[src/rtl/la_cmd_pkg.sv]
// Shared definitions for the LogicAnalyzer2 command path: command codes,
// reply status bytes, reply table sizes and the responder state encoding.
package la_cmd_pkg;

  localparam logic [7:0] CMD_HELLO   = 8'h01;
  localparam logic [7:0] CMD_READ_SW = 8'h02;
  localparam logic [7:0] CMD_PING    = 8'h03;

  localparam logic [7:0] ACK = 8'h06;
  localparam logic [7:0] NAK = 8'h15;

  // Reply length of HELLO is fixed by the string table below; not tunable.
  localparam int HELLO_LEN = 11;
  // Width of the sampled switch word; READ_SW returns exactly two bytes.
  localparam int SW_WIDTH  = 16;
  // Index/length counter width; must hold HELLO_LEN.
  localparam int IDX_W     = 4;

  typedef enum logic [1:0] {
    ST_IDLE   = 2'd0,
    ST_DECODE = 2'd1,
    ST_SEND   = 2'd2
  } state_t;

endpackage

[src/rtl/uart_reply_rom.sv]
// Reply table: maps (command, byte index, switch sample) to the reply byte
// and the total reply length. Purely combinational.
module uart_reply_rom
  import la_cmd_pkg::*;
(
  input  logic [7:0]          cmd,
  input  logic [IDX_W-1:0]    idx,
  input  logic [SW_WIDTH-1:0] sw_word,
  output logic [7:0]          reply_byte,
  output logic [IDX_W-1:0]    reply_len
);

  // "HELLO World" character table.
  function automatic logic [7:0] hello_char(input logic [IDX_W-1:0] i);
    logic [7:0] c;
    case (i)
      4'd0:    c = 8'h48; // H
      4'd1:    c = 8'h45; // E
      4'd2:    c = 8'h4C; // L
      4'd3:    c = 8'h4C; // L
      4'd4:    c = 8'h4F; // O
      4'd5:    c = 8'h20; // space
      4'd6:    c = 8'h57; // W
      4'd7:    c = 8'h6F; // o
      4'd8:    c = 8'h72; // r
      4'd9:    c = 8'h6C; // l
      4'd10:   c = 8'h64; // d
      default: c = 8'h00;
    endcase
    return c;
  endfunction

  // Select reply byte and length from the latched command.
  always_comb begin
    reply_byte = NAK;
    reply_len  = IDX_W'(1);
    case (cmd)
      CMD_HELLO: begin
        reply_byte = hello_char(idx);
        reply_len  = IDX_W'(HELLO_LEN);
      end
      CMD_READ_SW: begin
        reply_byte = (idx == '0) ? sw_word[15:8] : sw_word[7:0];
        reply_len  = IDX_W'(2);
      end
      CMD_PING: begin
        reply_byte = ACK;
        reply_len  = IDX_W'(1);
      end
      default: begin
        reply_byte = NAK;
        reply_len  = IDX_W'(1);
      end
    endcase
  end

endmodule

[src/rtl/uart_cmd_responder.sv]
// Device-side command endpoint: pops one command byte from the UART receive
// FIFO, decodes it, and streams the reply into the transmit FIFO while
// honouring the transmit full flag.
module uart_cmd_responder
  import la_cmd_pkg::*;
(
  input  logic                clk,
  input  logic                rst_n,
  input  logic [7:0]          rx_data,
  input  logic                rx_data_present,
  output logic                rx_read,
  output logic [7:0]          tx_data,
  output logic                tx_write,
  input  logic                tx_full,
  input  logic [SW_WIDTH-1:0] sw,
  output logic                busy,
  output logic [7:0]          cmd_count
);

  state_t              state, state_nxt;
  logic [7:0]          cmd_reg;
  logic [IDX_W-1:0]    idx;
  logic [IDX_W-1:0]    len_reg;
  logic [SW_WIDTH-1:0] sw_reg;
  logic [7:0]          rom_byte;
  logic [IDX_W-1:0]    rom_len;

  uart_reply_rom u_rom (
    .cmd        (cmd_reg),
    .idx        (idx),
    .sw_word    (sw_reg),
    .reply_byte (rom_byte),
    .reply_len  (rom_len)
  );

  // State register.
  always_ff @(posedge clk or negedge rst_n) begin
    if (!rst_n) state <= ST_IDLE;
    else        state <= state_nxt;
  end

  // Next-state logic; the last byte leaves SEND only on an accepted write.
  always_comb begin
    state_nxt = state;
    case (state)
      ST_IDLE:   if (rx_data_present) state_nxt = ST_DECODE;
      ST_DECODE: state_nxt = ST_SEND;
      ST_SEND:   if (!tx_full && (idx == len_reg - IDX_W'(1))) state_nxt = ST_IDLE;
      default:   state_nxt = ST_IDLE;
    endcase
  end

  // Command latch, counters and switch sample.
  always_ff @(posedge clk or negedge rst_n) begin
    if (!rst_n) begin
      cmd_reg   <= 8'h00;
      cmd_count <= 8'h00;
      idx       <= '0;
      len_reg   <= '0;
      sw_reg    <= '0;
    end else begin
      case (state)
        ST_IDLE: begin
          if (rx_data_present) begin
            cmd_reg   <= rx_data;
            cmd_count <= cmd_count + 8'd1;
          end
        end
        ST_DECODE: begin
          // Both READ_SW bytes come from this single sample.
          len_reg <= rom_len;
          idx     <= '0;
          sw_reg  <= sw;
        end
        ST_SEND: begin
          if (!tx_full) idx <= idx + IDX_W'(1);
        end
        default: ;
      endcase
    end
  end

  // FIFO handshakes and status; rx_read is also masked while reset is held.
  always_comb begin
    rx_read  = (state == ST_IDLE) && rx_data_present && rst_n;
    tx_write = (state == ST_SEND) && !tx_full;
    tx_data  = (state == ST_SEND) ? rom_byte : 8'h00;
    busy     = (state != ST_IDLE);
  end

endmodule

[config.mk]
export PLATFORM = sky130hd
export DESIGN_NAME = uart_cmd_responder
export DESIGN_NICKNAME = d
export VERILOG_FILES = /design/src/rtl/la_cmd_pkg.sv /design/src/rtl/uart_reply_rom.sv /design/src/rtl/uart_cmd_responder.sv
export SDC_FILE = /design/constraint.sdc
export NUM_CORES = 1
export LEC_CHECK = 0
export BUFFER_PORTS_ARGS = -buffer_cell sky130_fd_sc_hd__buf_4
export CAP_MARGIN = 20
export CORE_UTILIZATION = 49
export DETAILED_ROUTE_END_ITERATION = 8
export PLACE_DENSITY = 0.78
export SYNTH_ARGS = -nofsm -noshare
export SYNTH_HDL_FRONTEND = slang
export SYNTH_SLANG_ARGS = --single-unit
[constraint.sdc]
create_clock -name clk -period 1.78 [get_ports clk]
set_input_delay 0.089 -clock clk [delete_from_list [all_inputs] [get_ports clk]]
set_output_delay 0.089 -clock clk [all_outputs]
set_load 0.1 [all_outputs]
==> results of run 1 <==
==> layout make-up <==
type / count / share of cell area (%)
well taps: 50 / 1.936
repair buffers: 85 / 24.17
clock inverters: 1 / 0.2711
inverters: 7 / 0.8133
multi-input cells: 161 / 38.03
flip-flops and latches: 41 / 31.80
clock buffers: 7 / 2.982
==> cell usage in the layout (no fill, tap or decap), drive strengths merged, types with 2 or more instances in the layout <==
cell          n
o21ai         7
clkbuf        7
buf          69
and3          2
o22a          3
a21oi         6
nand2b        5
dlygate4sd3  16
nor2b         4
nand3         5
a211oi        3
nand4         3
o31ai         4
dfrtp        41
or2           2
inv           8
mux2         11
ha            9
nor2          9
mux2i         6
xnor2        10
nor3b         3
nand2        57
==> logic make-up after synthesis <==
| kind of cell | count (synthesis) | share of synthesized area (%) |
|---|---|---|
| flip-flops | 41 | 47.73 |
| adder cells (fa/ha/maj) | 9 | 5.239 |
| AND/OR/NAND/NOR | 94 | 20.78 |
| multiplexers | 17 | 8.557 |
| buffers and inverters | 16 | 3.551 |
| AO/OA/AOI/OAI | 30 | 9.663 |
| XOR/XNOR | 11 | 4.482 |
==> timing repair <==
| action | CTS | global route |
|---|---|---|
| hold endpoints to repair | 56 | 0 |
| pin swaps | 4 | 2 |
| resized for setup | 35 | 6 |
| setup buffers | 1 | 1 |
| hold buffers | 16 | 0 |
| endpoints found under the setup margin | 8 | 8 |
==> routing by layer <==
layer / share of wire (%) / global-route usage [%] / up-vias
li1: - / - / 906
met1: 41 / 32.90 / 927
met2: 51 / 47.79 / 62
met3: 5.2 / 6.167 / 14
met4: 2.4 / 8.333 / 0
met5: 0 / 0 / -
==> path summary, 6_finish.rpt <==
check                      slack (ns)  cells past startpoint           end    startpoint
setup / recovery                -0.36                      8    tx_data[4]        idx[0]
hold / removal                   0.02                      2    cmd_reg[6]    rx_data[6]
setup reg to reg                 0.09                      6      state[1]    len_reg[0]
hold reg to reg                  0.48                      1  cmd_count[7]  cmd_count[7]
max in group asynchronous        0.97                      3        idx[0]         rst_n
min in group asynchronous        0.43                      3        idx[1]         rst_n
==> power by group <==
group	switching [uW]	leakage [uW]	internal, uW
combinational	2210	0.000940	1570
clock	335	0.0000549	358
sequential	413	0.000509	1340
==> metrics by stage <==
step	hold slack, ns	utilization, %
finish	0.02244	78.50
global route	0.01869	78.50
CTS	0.01198	77.50
detailed placement	0.2144	67.13
global placement	0.2100	67.13
floorplan	-0.2066	-
==> results.json, run 1 <==
{
  "dpl.hpwl_um": 3715,
  "fin_worst_skew_ns": 0.004239,
  "register_area_sq_um": 1027,
  "path_class": "reg -> out",
  "place_congestion": 0.8811,
  "num_rows": 23,
  "synth.cells.most_frequent": "57 x nand2_1, 41 x dfrtp_1, 11 x mux2_2",
  "p_leak_uw": 0.001505,
  "synth_edf_count": 0,
  "clk_pin_slew_ns": 0.08,
  "vias": 1909,
  "syn_inst": 218,
  "cap_violations": 0,
  "ys_types": 37,
  "p_total_uw": 6224,
  "htree_levels": 2,
  "cp_data_required_time_ns": 1.69,
  "synth_top_area_share_pct": 47.73,
  "worst-slew-pin-transition_ns": 0.5212,
  "drt-total-wl_um": 5639,
  "dr.pass1.iters": 4,
  "drc": 0,
  "period_needed_ns": 2.144,
  "fin_ws_ns": -0.3640,
  "grt_first_pass_wirelength_um": 9018,
  "cp_cell_sequence": "inv_2 -> ha_4 -> nor3b_4 -> buf_6 -> mux2i_4 -> a21oi_2 -> o21ba_4 -> buf_12",
  "arrival_ns": 2.06,
  "endpoint_kind": "primary output",
  "drtAntennaViolNets": 0,
  "fmax_mhz": 466.4,
  "power.density_nw_per_um2": 1926,
  "violations": "negative setup slack",
  "core_area_sq_um": 4115,
  "finalHoldViolCount": 0,
  "post-place-cells": 326,
  "nets": 338,
  "syn-num-nets": 255,
  "instances_no_fill": 352,
  "dr.first_iter.drc_count": 165,
  "first_global_vias": 1920,
  "chipHeight_um": 68.24,
  "path_max_fanout": 4,
  "placed_area_sq_um": 2763,
  "ys_warn_count": 0,
  "cp_top_family": "flip-flops",
  "synth_area_leader_cell": "dfrtp_1",
  "antenna_found_initial": 0,
  "drive_gt1_share_pct": 37.75,
  "cts_buffers": 5,
  "hold_path_class": "in -> reg",
  "grt_overflow": 0,
  "clk_path_buf_depth": 2,
  "clkLatencyLatePin_ns": 0.29,
  "grt_start_max_net_pins": 42,
  "ys_ff_latch": 41,
  "viasPerCell": 5.423,
  "largest_reg_flops": 16,
  "multi_input_area_sq_um": 1229,
  "synth_ff_type": "dfrtp_1",
  "async_flop_share_pct": 100.0,
  "wl_per_cell_um": 16.02,
  "slew_headroom_pct": 64.96,
  "worst-path-buf-inv": 3,
  "rsz0062_at_grt": "true",
  "cts_tree": "yes",
  "initial_core_util_pct": 52.23,
  "grt_use_total_pct": 27.22,
  "synthesis.area_sq_um": 2150,
  "io_buffers": 46,
  "ys_seq_area_share_pct": 47.73,
  "fillers": 249,
  "status": "complete, but fails checks",
  "synth_most_common_cell": "nand2_1",
  "finalCritPeriodShare_pct": 120.5,
  "finalSetupViolCount": 8,
  "cpPeakStageDelay_ns": 0.43,
  "cts_sinks": 41,
  "peakVddDrop_mv": 2.098,
  "syn_to_final_growth_pct": 50.29,
  "synthTopCellsByArea": "dfrtp_1 48%, nand2_1 10%, mux2_2 5.8%",
  "cts_root_buf": "clkbuf_8",
  "fin_setup_tns_ns": -2.598,
  "slew_violations": 0,
  "cpMaxStageDelayCell": "dfrtp_2",
  "syn_avg_cell_area_sq_um": 9.860,
  "diodes": 0,
  "finish.instance_area_sq_um": 3231,
  "die_area_sq_um": 4656,
  "die_x_um": 68.24,
  "ios": 47,
  "dp_slack_ns": -0.1040,
  "worst_setup_path_start_kind": "flip-flop"
}
Power figures use the tool's default switching activity.
==> inputs of run 2 (changes only) <==
--- a/config.mk
+++ b/config.mk
@@ -7,9 +7,10 @@
 export LEC_CHECK = 0
 export BUFFER_PORTS_ARGS = -buffer_cell sky130_fd_sc_hd__buf_4
 export CAP_MARGIN = 20
-export CORE_UTILIZATION = 49
+export CORE_UTILIZATION = 51
+export CTS_BUF_LIST = sky130_fd_sc_hd__clkbuf_4
 export DETAILED_ROUTE_END_ITERATION = 8
-export PLACE_DENSITY = 0.78
+export PLACE_DENSITY = 0.81
 export SYNTH_ARGS = -nofsm -noshare
 export SYNTH_HDL_FRONTEND = slang
 export SYNTH_SLANG_ARGS = --single-unit
==> results.json, run 2 (synthesis gave the netlist of run 1 again) <==
{
  "initial_core_util_pct": 53.35,
  "ios": 47,
  "cts_root_buf": "clkbuf_4",
  "num_rows": 23,
  "syn_to_final_growth_pct": 52.21,
  "worst-path-buf-inv": 3,
  "slew_headroom_pct": 64.52,
  "grt_first_pass_wirelength_um": 8907,
  "core_area_sq_um": 4029,
  "peakVddDrop_mv": 1.798,
  "htree_levels": 2,
  "antenna_found_initial": 0,
  "path_class": "reg -> out",
  "fillers": 241,
  "clkLatencyLatePin_ns": 0.36,
  "die_x_um": 66.92,
  "slew_violations": 0,
  "instances_no_fill": 362,
  "arrival_ns": 2.16,
  "grt_overflow": 0,
  "cpMaxStageDelayCell": "dfrtp_1",
  "cts_buffers": 5,
  "hold_path_class": "in -> reg",
  "rsz0062_at_grt": "true",
  "chipHeight_um": 66.92,
  "cpPeakStageDelay_ns": 0.42,
  "viasPerCell": 5.448,
  "dr.pass1.iters": 4,
  "io_buffers": 46,
  "cap_violations": 0,
  "multi_input_area_sq_um": 1214,
  "worst-slew-pin-transition_ns": 0.5321,
  "layout_commonest_cell": "buf_4",
  "largest_reg_flops": 16,
  "p_leak_uw": 0.001524,
  "drt-total-wl_um": 5938,
  "finalHoldViolCount": 0,
  "post-place-cells": 325,
  "worst_setup_path_start_kind": "flip-flop",
  "die_area_sq_um": 4478,
  "place_congestion": 0.8378,
  "first_global_vias": 1959,
  "period_needed_ns": 2.247,
  "cp_top_family": "buffers and inverters",
  "grt_use_total_pct": 27.42,
  "wl_per_cell_um": 16.40,
  "cts_tree": "yes",
  "dpl.hpwl_um": 3713,
  "violations": "negative setup slack",
  "status": "complete, but fails checks",
  "nets": 348,
  "finalSetupViolCount": 8,
  "hold_ws_ns": 0.05400,
  "cts_sinks": 41,
  "finalCritPeriodShare_pct": 126.2,
  "drc": 0,
  "drive_gt1_share_pct": 36.22,
  "drtAntennaViolNets": 0,
  "layout_common_cells": "59 x buf_4, 56 x nand2_1, 40 x dfrtp_1",
  "grt_start_max_net_pins": 42,
  "vias": 1972,
  "dp_slack_ns": -0.1419,
  "fin_setup_tns_ns": -3.368,
  "cp_data_required_time_ns": 1.69,
  "dr.first_iter.drc_count": 135,
  "clk_pin_slew_ns": 0.12,
  "diodes": 0,
  "path_max_fanout": 4,
  "fmax_mhz": 445.0,
  "endpoint_kind": "primary output",
  "cp_cell_sequence": "inv_2 -> ha_4 -> nor3b_4 -> buf_6 -> mux2i_4 -> a21oi_2 -> o21ba_4 -> buf_12",
  "power.density_nw_per_um2": 1856,
  "fin_worst_skew_ns": 0.01067,
  "clk_path_buf_depth": 2,
  "fin_ws_ns": -0.4672,
  "register_area_sq_um": 1027
}
-- run 2: cell type report --
cell class	count	share of cell area [%]
Inverter	7	0.8031
Timing Repair Buffer	95	27.11
Clock buffer	5	1.147
Multi-Input combinational cell	161	37.09
Clock inverter	3	0.5354
Tap cell	50	1.912
Sequential cell	41	31.40
-- run 2: final timing paths --
path                              start            to  slack, ns  cells after the start
setup / recovery                 idx[1]    tx_data[4]      -0.47                      8
hold / removal                  tx_full        idx[0]       0.05                      3
setup reg to reg             len_reg[0]      state[1]       0.17                      6
hold reg to reg            cmd_count[7]  cmd_count[7]       0.48                      1
max in group asynchronous         rst_n        idx[0]       1.07                      3
min in group asynchronous         rst_n    len_reg[0]       0.35                      3
-- run 2: worst min-delay path, cell delays in order --
cell     delay [ns]
buf_4          0.10
nor3b_4        0.06
o21ai_1        0.13
-- run 2: where the power goes --
part           internal, uW  switching (uW)
Clock                   149             312
Combinational          1610            2250
Sequential             1340             419
Total                  3090            2980
-- run 2: through the flow --
stage	util [%]	power, uW	area, sq um
6_report	81.21	6071	3272
5_1_grt	81.21	6389	3272
4_1_cts	79.81	5800	3216
3_5_place_dp	68.39	4992	2755
3_3_place_gp	68.39	4868	2755
2_1_floorplan	-	4122	2247
-- run 2: timing repair --
action	CTS	global route
hold endpoints to repair	65	0
gates resized for setup	32	6
cloned	0	0
pin swaps	2	4
setup buffers	1	3
setup endpoints to repair	8	11
hold buffers	25	0
-- run 2: metal layers --
metal  global-route usage, %  up-vias  wire (um)
met5                       0        -          0
met4                   10.64        0        123
met3                   7.534       16        364
met2                   46.09       81       3052
met1                   33.04      951       2397
li1                        -      924          -
